### src/rtl/cv32e40p_aligner_fifo.sv
// cv32e40p_aligner_fifo
//
// Instruction aligner with an internal halfword queue. It sits between the
// prefetch buffer and the ID stage. It accepts 32-bit fetch words and
// re-aligns mixed 16/32-bit RISC-V instructions that may start on any
// halfword boundary. The queue holds DEPTH words of skid, so fetch is not
// stalled while the decoder is busy. Fetch bus errors travel with each
// halfword and reach the decoder.
//
// Optional feature macro: CV32E40P_ALIGNER_HWLP_EN
//   Defined   - hardware-loop redirects (hwlp_update_pc_i / hwlp_addr_i) are
//               honoured, with a pending register when no pop is in progress.
//   Undefined - the hwlp ports are present but ignored.
//
// Parameters
//   DEPTH  queue capacity in 32-bit words (2..8, power of two)
//
// Ports
//   clk, rst_n          clock (rising edge), async active-low reset
//   fetch_valid_i       fetch word valid
//   fetch_ready_o       aligner can accept a fetch word (registers only)
//   fetch_rdata_i       fetch word, little-endian halfwords
//   fetch_err_i         bus error on this fetch word
//   instr_valid_o       complete instruction (or error) at the queue head
//   instr_ready_i       ID consumes the instruction
//   instr_aligned_o     aligned instruction, [31:16] don't-care if compressed
//   instr_compressed_o  head instruction is 16-bit
//   instr_err_o         a halfword of the head instruction carried an error
//   pc_o                PC of the head instruction
//   branch_i            redirect (branch/jump/exception); flushes the queue
//   branch_addr_i       redirect target, bit 0 ignored
//   hwlp_update_pc_i    hardware-loop jump on the current pop
//   hwlp_addr_i         hardware-loop target

module cv32e40p_aligner_fifo #(
  parameter int DEPTH = 2
) (
  input  logic        clk,
  input  logic        rst_n,
  input  logic        fetch_valid_i,
  output logic        fetch_ready_o,
  input  logic [31:0] fetch_rdata_i,
  input  logic        fetch_err_i,
  output logic        instr_valid_o,
  input  logic        instr_ready_i,
  output logic [31:0] instr_aligned_o,
  output logic        instr_compressed_o,
  output logic        instr_err_o,
  output logic [31:0] pc_o,
  input  logic        branch_i,
  input  logic [31:0] branch_addr_i,
  input  logic        hwlp_update_pc_i,
  input  logic [31:0] hwlp_addr_i
);

  localparam int N  = 2 * DEPTH;
  localparam int AW = $clog2(N);
  localparam int CW = AW + 1;

  localparam logic [CW-1:0] CNT_ONE  = CW'(1);
  localparam logic [CW-1:0] CNT_TWO  = CW'(2);
  localparam logic [CW-1:0] FULL_THR = CW'(N - 2);

  logic [15:0]   data_q [N];
  logic [N-1:0]  err_q;
  logic [AW-1:0] wptr_q;
  logic [AW-1:0] rptr_q;
  logic [CW-1:0] count_q;
  logic          skip_lo_q;
  logic [31:0]   pc_q;

  logic [AW-1:0] wptr_n1;
  logic [AW-1:0] rptr_n1;
  logic [15:0]   h0_data;
  logic [15:0]   h1_data;
  logic          h0_err;
  logic          h1_err;
  logic          have_one;
  logic          have_two;
  logic          compressed;
  logic          push;
  logic          pop;
  logic [CW-1:0] push_cnt;
  logic [CW-1:0] pop_cnt;
  logic [31:0]   branch_pc;
  logic          hwlp_take;
  logic [31:0]   hwlp_pc;

  assign wptr_n1 = wptr_q + 1'b1;
  assign rptr_n1 = rptr_q + 1'b1;

  assign h0_data = data_q[rptr_q];
  assign h1_data = data_q[rptr_n1];
  assign h0_err  = err_q[rptr_q];
  assign h1_err  = err_q[rptr_n1];

  assign have_one   = (count_q >= CNT_ONE);
  assign have_two   = (count_q >= CNT_TWO);
  assign compressed = (h0_data[1:0] != 2'b11);

  // Space check uses only the registered count, so a pop never reaches
  // fetch_ready_o combinationally.
  assign fetch_ready_o = (count_q <= FULL_THR);

  // Head outputs come from storage and count only, never from fetch inputs.
  // Error and compressed flags are qualified with a non-empty queue so stale
  // storage left behind by a flush cannot show through; this also keeps
  // instr_compressed_o low out of reset.
  assign instr_valid_o      = (have_one && compressed) || have_two || (have_one && h0_err);
  assign instr_aligned_o    = have_two ? {h1_data, h0_data} : {16'h0000, h0_data};
  assign instr_err_o        = have_one && (h0_err || (!compressed && have_two && h1_err));
  assign instr_compressed_o = have_one && compressed && !h0_err;
  assign pc_o               = pc_q;

  // An erroneous head is never popped; it waits for a redirect.
  assign push = fetch_valid_i && fetch_ready_o;
  assign pop  = instr_valid_o && instr_ready_i && !instr_err_o;

  assign branch_pc = {branch_addr_i[31:1], 1'b0};

  always_comb begin
    push_cnt = '0;
    pop_cnt  = '0;
    if (push) begin
      push_cnt = skip_lo_q ? CNT_ONE : CNT_TWO;
    end
    if (pop) begin
      pop_cnt = compressed ? CNT_ONE : CNT_TWO;
    end
  end

`ifdef CV32E40P_ALIGNER_HWLP_EN
  logic        hwlp_pending_q;
  logic [31:0] hwlp_addr_q;
  logic        unused_bits;

  // A request in the pop cycle takes effect at once; otherwise the
  // registered target is applied on the next pop.
  assign hwlp_take   = pop && (hwlp_update_pc_i || hwlp_pending_q);
  assign hwlp_pc     = hwlp_update_pc_i ? {hwlp_addr_i[31:1], 1'b0} : hwlp_addr_q;
  assign unused_bits = ^{hwlp_addr_i[0], branch_addr_i[0]};

  always_ff @(posedge clk or negedge rst_n) begin
    if (!rst_n) begin
      hwlp_pending_q <= 1'b0;
      hwlp_addr_q    <= 32'h0;
    end else if (branch_i || hwlp_take) begin
      hwlp_pending_q <= 1'b0;
    end else if (hwlp_update_pc_i) begin
      hwlp_pending_q <= 1'b1;
      hwlp_addr_q    <= {hwlp_addr_i[31:1], 1'b0};
    end
  end
`else
  logic unused_bits;

  assign hwlp_take   = 1'b0;
  assign hwlp_pc     = 32'h0;
  assign unused_bits = ^{hwlp_update_pc_i, hwlp_addr_i, branch_addr_i[0]};
`endif

  // Queue state. A redirect (branch or hardware loop) wins over any push or
  // pop in the same cycle; skip_lo drops the low halfword of the first word
  // after a redirect to an odd-halfword address.
  always_ff @(posedge clk or negedge rst_n) begin
    if (!rst_n) begin
      for (int i = 0; i < N; i++) begin
        data_q[i] <= 16'h0000;
      end
      err_q     <= '0;
      wptr_q    <= '0;
      rptr_q    <= '0;
      count_q   <= '0;
      skip_lo_q <= 1'b0;
      pc_q      <= 32'h0;
    end else if (branch_i) begin
      wptr_q    <= '0;
      rptr_q    <= '0;
      count_q   <= '0;
      skip_lo_q <= branch_pc[1];
      pc_q      <= branch_pc;
    end else if (hwlp_take) begin
      wptr_q    <= '0;
      rptr_q    <= '0;
      count_q   <= '0;
      skip_lo_q <= hwlp_pc[1];
      pc_q      <= hwlp_pc;
    end else begin
      if (push) begin
        if (skip_lo_q) begin
          data_q[wptr_q] <= fetch_rdata_i[31:16];
          err_q[wptr_q]  <= fetch_err_i;
          wptr_q         <= wptr_n1;
          skip_lo_q      <= 1'b0;
        end else begin
          data_q[wptr_q]  <= fetch_rdata_i[15:0];
          err_q[wptr_q]   <= fetch_err_i;
          data_q[wptr_n1] <= fetch_rdata_i[31:16];
          err_q[wptr_n1]  <= fetch_err_i;
          wptr_q          <= wptr_q + AW'(2);
        end
      end
      if (pop) begin
        rptr_q <= compressed ? rptr_n1 : rptr_q + AW'(2);
        pc_q   <= compressed ? pc_q + 32'd2 : pc_q + 32'd4;
      end
      count_q <= count_q + push_cnt - pop_cnt;
    end
  end

endmodule

### config.mk
export PLATFORM = sky130hd
export DESIGN_NAME = cv32e40p_aligner_fifo
export DESIGN_NICKNAME = d
export VERILOG_FILES = /design/src/rtl/cv32e40p_aligner_fifo.sv
export SDC_FILE = /design/constraint.sdc
export NUM_CORES = 1
export LEC_CHECK = 0
export BUFFER_PORTS_ARGS = -buffer_cell sky130_fd_sc_hd__buf_4
export CELL_PAD_IN_SITES_DETAIL_PLACEMENT = 1
export CELL_PAD_IN_SITES_GLOBAL_PLACEMENT = 2
export CORE_UTILIZATION = 32
export DETAILED_ROUTE_END_ITERATION = 8
export PLACE_DENSITY_LB_ADDON = 0.1
export SLEW_MARGIN = 20
export SYNTH_ARGS = -nofsm -noshare
export SYNTH_HDL_FRONTEND = slang
export SYNTH_SLANG_ARGS = --single-unit
### constraint.sdc
create_clock -name clk -period 4.15 [get_ports clk]
set_input_delay 0.83 -clock clk [delete_from_list [all_inputs] [get_ports clk]]
set_output_delay 0.83 -clock clk [all_outputs]
set_load 0.05 [all_outputs]
==> summary.txt, run 1 <==
Synthesis
  • Adder and majority gate portion of the synthesized area: 1.92%
  • Share of synthesized cell area in and, or, nand and nor gates: 18.4%
  • Parity-gate share of the synthesized area counting xor and xnor cells: 0.720%
  • Yosys warnings: 0
  • Area share of the largest cell type after synthesis: 36.7%
  • Yosys top cell by area: dfrtp_1
  • Complex-gate fraction of the synthesized area: 24.5%
  • Mux contribution to synthesized area: 11.5%
  • Synth cell types: 51
  • Top cells by area in the synthesized netlist: dfrtp_1 (37%), mux4_2 (10%), a31oi_1 (7.5%)
  • Post-synth net total: 943
  • Mean instance size in the synthesized netlist: 8.79 um2
  • Number of instances in the synthesized netlist: 830
  • Register area share after synthesis: 36.7%
  • Leading cell type by number of instances after synthesis: nor2_1
  • Most used DFF post-synth: dfrtp_1
  • Most common library cells after synthesis: nor2_1 (117), dfrtp_1 (107), a31oi_1 (88), nand2_1 (73), clkbuf_1 (68)
  • Async set-or-reset flop fraction in the synthesized netlist: 100%
  • Number of storage elements in the synthesis netlist: 107
  • Count of flip-flops with a built-in enable after synthesis: 0
  • Post-synthesis instance area: 7290 um2
  • Dominant combinational cell family by area after synthesis: compound AO/OA/AOI/OAI gates

Setup path
  • WP data required: 4.38 ns
  • Startpoint kind of the worst setup timing path: register
  • Max FO, Critical Path: 10
  • Cell at the slowest stage of the critical path: mux4_2
  • R2R setup slack: 0.93 ns
  • CP Buf/Inv Count: 2
  • Crit Path Category: register to register
  • Maximum single-stage delay on the critical path: 0.70 ns
  • Capturing element type of the critical path: register
  • Critical-path cell list: mux4_2 > and2_1 > nor4b_4 > ha_1 > inv_1 > ha_1 > inv_1 > fa_1 > xnor2_1 > nor2_1
  • Arrival @ worst endpoint: 3.45 ns
  • Category of cells accounting for the largest share of critical-path delay: adder cells

Place
  • Detailed placer's ending HPWL: 17800 um
  • Port-buffer cells: 135
  • Global placer's final weighted congestion: 0.822

Die
  • Starting density of the core: 33.0%
  • Width of the die: 153 um
  • Area enclosed by the die boundary: 23400 um2
  • Placeable core region: 22100 um2
  • Die H: 153 um
  • # rows: 54
  • I/O pin total: 171

Clock network
  • Post-cts gate resize count: 0
  • Clock tree from TritonCTS: built
  • Clock transition at the register clock pins on the worst setup and hold paths after CTS: 0.08 ns
  • Inserted Clock Buffers: 9
  • Clock latency on the worst-skew pair: 0.35 ns
  • TritonCTS sink count: 107
  • Hold-fix buffers at CTS: 0
  • Max Buffers Root-to-Sink: 2
  • CTS HTree Levels: 3
  • # Post-CTS Setup Buffers: 0
  • Cell at the root of the clock tree: clkbuf_16

Route
  • Sum of routed wire length over all layers: 25400 um
  • Drt first pass iters: 5
  • Vias per cell: 5.84
  • Routed WL per cell: 21.5 um
  • DR iter-0 viols: 285
  • Post-route ant nets: 0
  • Post-detailed-route DRC marker count: 0
  • Via total after detailed routing: 6910

Cells and area
  • Area Overhead vs Synth: 20.2%
  • Antenna diode instance count: 0
  • Ratio of cells with drive above 1 in the final layout: 24.2%
  • Total Nets Final: 1012
  • Finished Core Util: 39.7%

Timing
  • Worst Hold Margin: 0.465 ns
  • Final setup TNS: 0 ns
  • Max-slew violation count: 0
  • Worst slew slack as a fraction of its limit: 35.8%
  • Number of setup violations in the final report: 0
  • Max frequency: 311 MHz
  • Worst clock skew on the final layout: 0.00890 ns
  • Hold violation total from the final report: 0
  • Final cycle utilization of the critical path: 77.5%
  • Setup repair after global routing missed its margin: false
  • Measured slew at the worst slew-check pin: 0.959 ns
  • Post-layout min period: 3.22 ns

Global routing
  • Initial antenna violation count: 0
  • Number of global-route vias before repair: 7148
  • Aggregate global routing overflow: 0
  • Maximum number of pins on one net before global-route repair: 130
  • Wire length of the first global-routing pass: 40600 um
  • Overall routing resource usage: 22.0%

Pwr
  • Switching Fraction: 47.5%
  • Internal power consumption: 0.00306 W
  • Areal power density over the cells: 664 nW/um2
  • Leakage: 3.58 nW
  • Peak supply drop: 0.246 mV
  • Part of the power in the clock network: 16.8%
  • P_sw: 0.00277 W
  • Combinational Power Share: 54.8%
  • Power share of the sequential group: 28.4%

Min path
  • Min-delay worst type: primary input to asynchronous set/reset pin

Status
  • Run status: completed

Run
  • Number of max-cap violations: 0
cells by family after synthesis:
logic type	Yosys count
AND/OR/NAND/NOR	283
AO/OA/AOI/OAI	273
buffers and inverters	109
flip-flops	107
multiplexers	41
adder cells (fa/ha/maj)	10
XOR/XNOR	6
other	1
cells in the final DEF, fill, tap and decap left out, types with 20 or more instances in the layout:
cell type and instances:
a21oi_1 20, a22oi_1 64, a31oi_1 88, buf_4 153
dfrtp_1 105, mux4_2 34, nand2_1 73, nor2_1 117
o21ai_0 61
per-stage QoR:
| stage | setup WS, ns | instance area, um2 | instances | power (W) |
|---|---|---|---|---|
| 4_1_cts | 0.894 | 8740 | 1183 | 0.00588 |
| 3_5_place_dp | 0.924 | 8410 | 1167 | 0.00489 |
| 2_1_floorplan | 0.769 | 7290 | 830 | 0.00389 |
| 3_3_place_gp | 0.944 | 8410 | 1167 | 0.00477 |
| 6_report | 0.933 | 8770 | 1184 | 0.00583 |
| 5_1_grt | 0.729 | 8770 | 1184 | 0.00617 |
cell type report:
cell class | instances | area (um2)
Clock inverter | 4 | 72.6
Timing Repair Buffer | 155 | 1190
Fill cell | 2562 | 13300
Clock buffer | 12 | 256
Sequential cell | 107 | 2680
Multi-Input combinational cell | 614 | 4170
Tap cell | 280 | 350
Inverter | 12 | 45.0
power by group through the flow:
stage | sequential, W | combinational, W | clock [W]
2_1_floorplan | 0.00167 | 0.00222 | 0
3_3_place_gp | 0.00164 | 0.00314 | 0
3_5_place_dp | 0.00168 | 0.00321 | 0
4_1_cts | 0.00166 | 0.00322 | 0.000999
5_1_grt | 0.00171 | 0.00342 | 0.00104
6_report | 0.00166 | 0.00319 | 0.000977
routing by layer:
layer	global-route usage, %	part of all wire, %
met1	30.2	47
met2	37.5	49
met3	2.61	3.4
met4	4.57	0.72
met5	0	0
final timing paths:
kind,from,end,cells after the start
worst min-delay path,rst_n,pc_o[3]$_DFFE_PN0P_,1
worst max register to register,rptr_q[0]$_DFFE_PN0P_,count_q[2]$_DFF_PN0_,10
worst max-delay path,rptr_q[0]$_DFFE_PN0P_,count_q[2]$_DFF_PN0_,10
max in group asynchronous,rst_n,data_q[62]$_DFFE_PN0P_,2
worst min register to register,data_q[9]$_DFFE_PN0P_,data_q[9]$_DFFE_PN0P_,2
min in group clk,data_q[9]$_DFFE_PN0P_,data_q[9]$_DFFE_PN0P_,2
flip-flops by register name, indices dropped and copies added, names as in the netlist:
name	cells
data_q	64
pc_o	31
err_q	4
count_q	3
rptr_q	2
wptr_q	2
skip_lo_q	1
(Power assumes the default switching activity.)
==> inputs of run 2 (changes only) <==
--- a/config.mk
+++ b/config.mk
@@ -8,7 +8,7 @@
 export BUFFER_PORTS_ARGS = -buffer_cell sky130_fd_sc_hd__buf_4
 export CELL_PAD_IN_SITES_DETAIL_PLACEMENT = 1
 export CELL_PAD_IN_SITES_GLOBAL_PLACEMENT = 2
-export CORE_UTILIZATION = 32
+export CORE_UTILIZATION = 29
 export DETAILED_ROUTE_END_ITERATION = 8
 export PLACE_DENSITY_LB_ADDON = 0.1
 export SLEW_MARGIN = 20
==> constraint.sdc (replaced) <==
create_clock -name clk -period 2.6 [get_ports clk]
set_input_delay 0.52 -clock clk [delete_from_list [all_inputs] [get_ports clk]]
set_output_delay 0.52 -clock clk [all_outputs]
set_load 0.05 [all_outputs]
==> run 2 against run 1 <==
The flow now finishes with violations (negative setup slack); first-iteration DRC count grew 26%; non-clock buffer count grew 55; die area grew 10%; highest routed layer unchanged; largest cell class unchanged; clock skew shrank 0.0014 ns; critical path depth shrank 2; global-route usage shrank 0.67 points; via count grew 4.3%; sequential cell count is the same; register-to-register slack lost 1.1 ns; sequential share of layout area shrank 2.9 points.
==> summary.txt, run 2 (same netlist as run 1, synthesis figures left out) <==
Pwr
  • Power share of the sequential group: 25.9%
  • Peak supply drop: 0.427 mV
  • Switching Fraction: 47.0%
  • Part of the power in the clock network: 14.7%
  • Internal power consumption: 0.00536 W
  • P_sw: 0.00476 W
  • Areal power density over the cells: 1040 nW/um2
  • Combinational Power Share: 59.4%
  • Leakage: 3.98 nW

Setup path
  • Critical-path cell list: mux4_2 > buf_4 > nand4_1 > o2111ai_4 > nor2_4 > fa_1 > fa_2 > nor2_2
  • First element of the critical path: rptr_q[0]$_DFFE_PN0P_
  • Max FO, Critical Path: 4
  • Capture point of the worst reg-to-reg path: count_q[1]$_DFF_PN0_
  • R2R cell count: 8
  • Worst setup endpoint: count_q[1]$_DFF_PN0_
  • RR Startpoint: rptr_q[0]$_DFFE_PN0P_
  • Cell at the slowest stage of the critical path: mux4_2
  • Crit Path Category: register to register
  • CP Buf/Inv Count: 1
  • WP data required: 2.85 ns
  • Arrival @ worst endpoint: 2.98 ns
  • R2R setup slack: -0.13 ns
  • Maximum single-stage delay on the critical path: 0.56 ns
  • Category of cells accounting for the largest share of critical-path delay: adder cells
  • Capturing element type of the critical path: register
  • Startpoint kind of the worst setup timing path: register
  • Crit path depth: 8

Route
  • Sum of routed wire length over all layers: 27700 um
  • Via total after detailed routing: 7209
  • Routed WL per cell: 21.6 um
  • Vias per cell: 5.62
  • DR iter-0 viols: 359
  • Post-detailed-route DRC marker count: 0
  • Post-route ant nets: 0
  • Drt first pass iters: 4

Timing
  • Worst slew slack as a fraction of its limit: 40.9%
  • Number of setup violations in the final report: 13
  • Measured slew at the worst slew-check pin: 0.886 ns
  • Worst Hold Margin: 0.147 ns
  • Final setup margin: -0.128 ns
  • Worst clock skew on the final layout: 0.00753 ns
  • Max-slew violation count: 0
  • Hold violation total from the final report: 0
  • Final cycle utilization of the critical path: 105%
  • Post-layout min period: 2.73 ns
  • Max frequency: 367 MHz
  • Setup repair after global routing missed its margin: true

Place
  • Port-buffer cells: 135
  • Detailed placer's ending HPWL: 18300 um
  • Global placer's final weighted congestion: 0.803
  • Worst slack, placed: -0.281 ns
  • Post-detailed-placement cell area: 8810 um2
  • Post-Place Cells: 1248

Cells and area
  • Ratio of cells with drive above 1 in the final layout: 32.3%
  • Commonest cells after routing, fill and taps aside: buf_4 (174), nor2_1 (115), dfrtp_1 (104)
  • Register with the highest flop count: data_q
  • Antenna diode instance count: 0
  • Final Non-Filler Cells: 1283
  • Finished Core Util: 39.6%
  • Layout filler cell count: 2814
  • Total Nets Final: 1067
  • Area Overhead vs Synth: 32.8%
  • Leading cell type in the layout, fill and taps excluded: buf_4
  • Cell area after layout: 9690 um2
  • Number of flip-flops in the largest register: 64

Global routing
  • Maximum number of pins on one net before global-route repair: 129
  • Initial antenna violation count: 0
  • Number of global-route vias before repair: 7477
  • Aggregate global routing overflow: 0
  • Wire length of the first global-routing pass: 43300 um
  • Overall routing resource usage: 21.4%

Run
  • Number of max-cap violations: 0

Clock network
  • Hold-fix buffers at CTS: 0
  • Clock transition at the register clock pins on the worst setup and hold paths after CTS: 0.08 ns
  • Max Buffers Root-to-Sink: 2
  • TritonCTS sink count: 107
  • Clock tree from TritonCTS: built
  • Clock latency on the worst-skew pair: 0.37 ns
  • CTS HTree Levels: 3
  • Cell at the root of the clock tree: clkbuf_16
  • Inserted Clock Buffers: 9

Die
  • # rows: 57
  • Die H: 161 um
  • Placeable core region: 24500 um2
  • I/O pin total: 171
  • Area enclosed by the die boundary: 25800 um2
  • Starting density of the core: 29.8%
  • Width of the die: 161 um

Status
  • Run status: finished, violations left
  • Violated checks: negative setup slack

Min path
  • Min-delay worst type: primary input to asynchronous set/reset pin
==> run 2: timing repair <==
| action | 4_1_cts | 5_1_grt |
|---|---|---|
| resized for setup | 26 | 52 |
| setup buffers | 5 | 9 |
| cloned | 2 | 4 |
| endpoints found under the setup margin | 38 | 29 |
| pin swaps | 3 | 36 |
==> run 2: worst register-to-register path, cell delays in order, from the launching register on <==
cell and delay [ns]:
dfrtp_2 0.42, mux4_2 0.56, buf_4 0.17, nand4_1 0.18, o2111ai_4 0.17, nor2_4 0.13, fa_1 0.41, fa_2 0.54
nor2_2 0.04
==> run 2: stage by stage <==
stage          power [W]  setup TNS, ns
2_1_floorplan    0.00627         -0.543
3_3_place_gp     0.00801         -0.515
3_5_place_dp     0.00819          -1.08
4_1_cts          0.00992         -0.297
5_1_grt           0.0107          -2.67
6_report          0.0101         -0.583
==> run 2: layout make-up <==
type / instances / area (um2) / share of cell area [%]
clock buffer: 9 / 225 / 2.32
clock inverter: 7 / 76.3 / 0.788
inverter: 12 / 45.0 / 0.465
multi-input combinational: 614 / 4380 / 45.3
sequential: 107 / 2680 / 27.7
timing repair buffer: 210 / 1870 / 19.3
tap: 324 / 405 / 4.18
==> run 2: power by group through the flow <==
stage	logic (W)	registers, W	clock network [W]
floorplan	0.00361	0.00266	0
global placement	0.00542	0.00259	0
detailed placement	0.00553	0.00266	0
CTS	0.00579	0.00262	0.00152
global route	0.00643	0.00271	0.00157
finish	0.00601	0.00262	0.00148
==> run 2: metal layers <==
layer / vias up / global-route usage, % / part of all wire, %
met2: 176 / 35.5 / 50
li1: 3340 / - / -
met4: 0 / 5.93 / 1.1
met3: 17 / 2.04 / 3.5
met1: 3676 / 29.6 / 46
met5: - / 0 / 0
==> run 2: worst min path at each step <==
stage	startpoint	to	slack [ns]
6_report	rst_n	pc_o[6]$_DFFE_PN0P_	0.15
5_1_grt	rst_n	err_q[2]$_DFFE_PN0P_	0.19
4_1_cts	rst_n	err_q[1]$_DFFE_PN0P_	0.17
3_5_place_dp	data_q[37]$_DFFE_PN0P_	data_q[37]$_DFFE_PN0P_	0.50
3_3_place_gp	data_q[53]$_DFFE_PN0P_	data_q[53]$_DFFE_PN0P_	0.48
2_1_floorplan	rst_n	count_q[0]$_DFF_PN0_	0.22
==> inputs of run 3 (changes only) <==
--- a/config.mk
+++ b/config.mk
@@ -11,6 +11,7 @@
 export CORE_UTILIZATION = 29
 export DETAILED_ROUTE_END_ITERATION = 8
 export PLACE_DENSITY_LB_ADDON = 0.1
+export SKIP_CTS_REPAIR_TIMING = 1
 export SLEW_MARGIN = 20
 export SYNTH_ARGS = -nofsm -noshare
 export SYNTH_HDL_FRONTEND = slang
==> run 3 against run 2 <==
Clock skew up 0.0010 ns; worst hold slack better by 0.00083 ns; the run still ends with negative setup slack left; largest power group unchanged; count of clock-buffer cells in the layout unchanged.
==> summary.txt, run 3 (same netlist as run 1, synthesis figures left out) <==
Status
  • Run status: finished, violations left
  • Violated checks: negative setup slack

Global routing
  • Grt met1 use: 29.2%
  • Aggregate global routing overflow: 0
  • Maximum number of pins on one net before global-route repair: 129
  • Met2 Usage GRT: 34.3%
  • Initial antenna violation count: 0
  • GR met3 Demand/Resource: 2.04%
  • Busiest metal layer after global routing: met2
  • Number of global-route vias before repair: 7379
  • Wire length of the first global-routing pass: 42500 um
  • Overall routing resource usage: 20.8%

Timing
  • Number of setup violations in the final report: 17
  • Final cycle utilization of the critical path: 106%
  • Max-slew violation count: 0
  • Final setup margin: -0.157 ns
  • Max frequency: 363 MHz
  • Setup repair after global routing missed its margin: true
  • Worst Hold Margin: 0.147 ns
  • Worst clock skew on the final layout: 0.00853 ns
  • Post-layout min period: 2.76 ns
  • Hold violation total from the final report: 0
  • Measured slew at the worst slew-check pin: 0.880 ns
  • Worst slew slack as a fraction of its limit: 41.3%

Clock network
  • Clock transition at the register clock pins on the worst setup and hold paths after CTS: 0.08 ns
  • TritonCTS sink count: 107
  • Inserted Clock Buffers: 9
  • Max Buffers Root-to-Sink: 2
  • Cell at the root of the clock tree: clkbuf_16
  • Clock latency on the worst-skew pair: 0.37 ns
  • CTS HTree Levels: 3
  • Clock tree from TritonCTS: built

Pwr
  • Final total power: 0.0101 W
  • Peak supply drop: 0.477 mV
  • Leakage: 4.01 nW
  • Areal power density over the cells: 1030 nW/um2

Min path
  • Min-delay worst type: primary input to asynchronous set/reset pin

Die
  • # rows: 57
  • Starting density of the core: 29.8%
  • Area enclosed by the die boundary: 25800 um2
  • Placeable core region: 24500 um2
  • Width of the die: 161 um
  • Die H: 161 um
  • I/O pin total: 171

Cells and area
  • Commonest cells after routing, fill and taps aside: buf_4 (176), nor2_1 (115), dfrtp_1 (104)
  • Finished Core Util: 39.9%
  • Register with the highest flop count: data_q
  • Antenna diode instance count: 0
  • Layout filler cell count: 2792
  • Total Nets Final: 1071
  • Area Overhead vs Synth: 33.8%
  • Leading cell type in the layout, fill and taps excluded: buf_4
  • Number of flip-flops in the largest register: 64
  • Cell area after layout: 9760 um2
  • Final Non-Filler Cells: 1287
  • Ratio of cells with drive above 1 in the final layout: 32.7%

Setup path
  • CP Buf/Inv Count: 2
  • Maximum single-stage delay on the critical path: 0.57 ns
  • Startpoint kind of the worst setup timing path: register
  • Arrival @ worst endpoint: 3.01 ns
  • Critical-path cell list: mux4_2 > and2_4 > nor4b_4 > ha_1 > inv_1 > ha_2 > inv_2 > fa_2 > nor2_2
  • WP data required: 2.85 ns
  • Category of cells accounting for the largest share of critical-path delay: adder cells
  • Crit Path Category: register to register
  • Max FO, Critical Path: 5
  • Cell at the slowest stage of the critical path: mux4_2
  • Capturing element type of the critical path: register

Place
  • Post-detailed-placement cell area: 8810 um2
  • Global placer's final weighted congestion: 0.803
  • Port-buffer cells: 135
  • Detailed placer's ending HPWL: 18300 um
  • Post-Place Cells: 1248

Route
  • Post-route ant nets: 0
  • Post-detailed-route DRC marker count: 0
  • Routed WL per cell: 21.9 um
  • Sum of routed wire length over all layers: 28200 um
  • Via total after detailed routing: 7164
  • DR iter-0 viols: 326
  • Vias per cell: 5.57
  • Drt first pass iters: 4

Run
  • Number of max-cap violations: 0
## run 3: where the power goes
| group | internal, W | switching [W] | total (W) | leakage, nW |
|---|---|---|---|---|
| combinational | 0.00240 | 0.00358 | 0.00598 | 2.54 |
| sequential | 0.00217 | 0.000454 | 0.00263 | 1.33 |
| clock | 0.000755 | 0.000723 | 0.00148 | 0.142 |
| total | 0.00533 | 0.00476 | 0.0101 | 4.01 |
## run 3: layout make-up
class	count	area (um2)	area share, %
Sequential cell	107	2680	27.5
Clock inverter	7	76.3	0.782
Inverter	12	45.0	0.461
Multi-Input combinational cell	614	4420	45.3
Tap cell	324	405	4.15
Timing Repair Buffer	214	1910	19.5
Clock buffer	9	225	2.31
## run 3: worst paths after layout
| kind | from | end | slack (ns) | depth (start not counted) |
|---|---|---|---|---|
| worst max-delay path | rptr_q[0]$_DFFE_PN0P_ | count_q[1]$_DFF_PN0_ | -0.16 | 9 |
| worst min-delay path | rst_n | pc_o[2]$_DFFE_PN0P_ | 0.15 | 1 |
| worst max register to register | rptr_q[0]$_DFFE_PN0P_ | count_q[1]$_DFF_PN0_ | -0.16 | 9 |
| worst min register to register | data_q[8]$_DFFE_PN0P_ | data_q[8]$_DFFE_PN0P_ | 0.52 | 2 |
| max in group asynchronous | rst_n | data_q[12]$_DFFE_PN0P_ | 1.63 | 2 |
| min in group clk | branch_addr_i[4] | pc_o[4]$_DFFE_PN0P_ | 0.36 | 3 |
## run 3: metrics by stage
stage / TNS [ns] / setup slack, ns
final: -0.846 / -0.157
after global routing: -3.43 / -0.286
after CTS: -7.03 / -0.377
after detailed placement: -1.08 / -0.281
after global placement: -0.515 / -0.208
after floorplan: -0.543 / -0.298
## run 3: routing by layer
metal,part of all wire [%],vias to the layer above
li1,-,3345
met1,46,3638
met2,50,165
met3,3.5,16
met4,1.3,0
met5,0,-
## run 3: worst reg2reg max path, cell delays in order (launching register included)
cell	delay, ns
dfrtp_2	0.43
mux4_2	0.57
and2_4	0.20
nor4b_4	0.29
ha_1	0.28
inv_1	0.07
ha_2	0.17
inv_2	0.04
fa_2	0.56
nor2_2	0.04
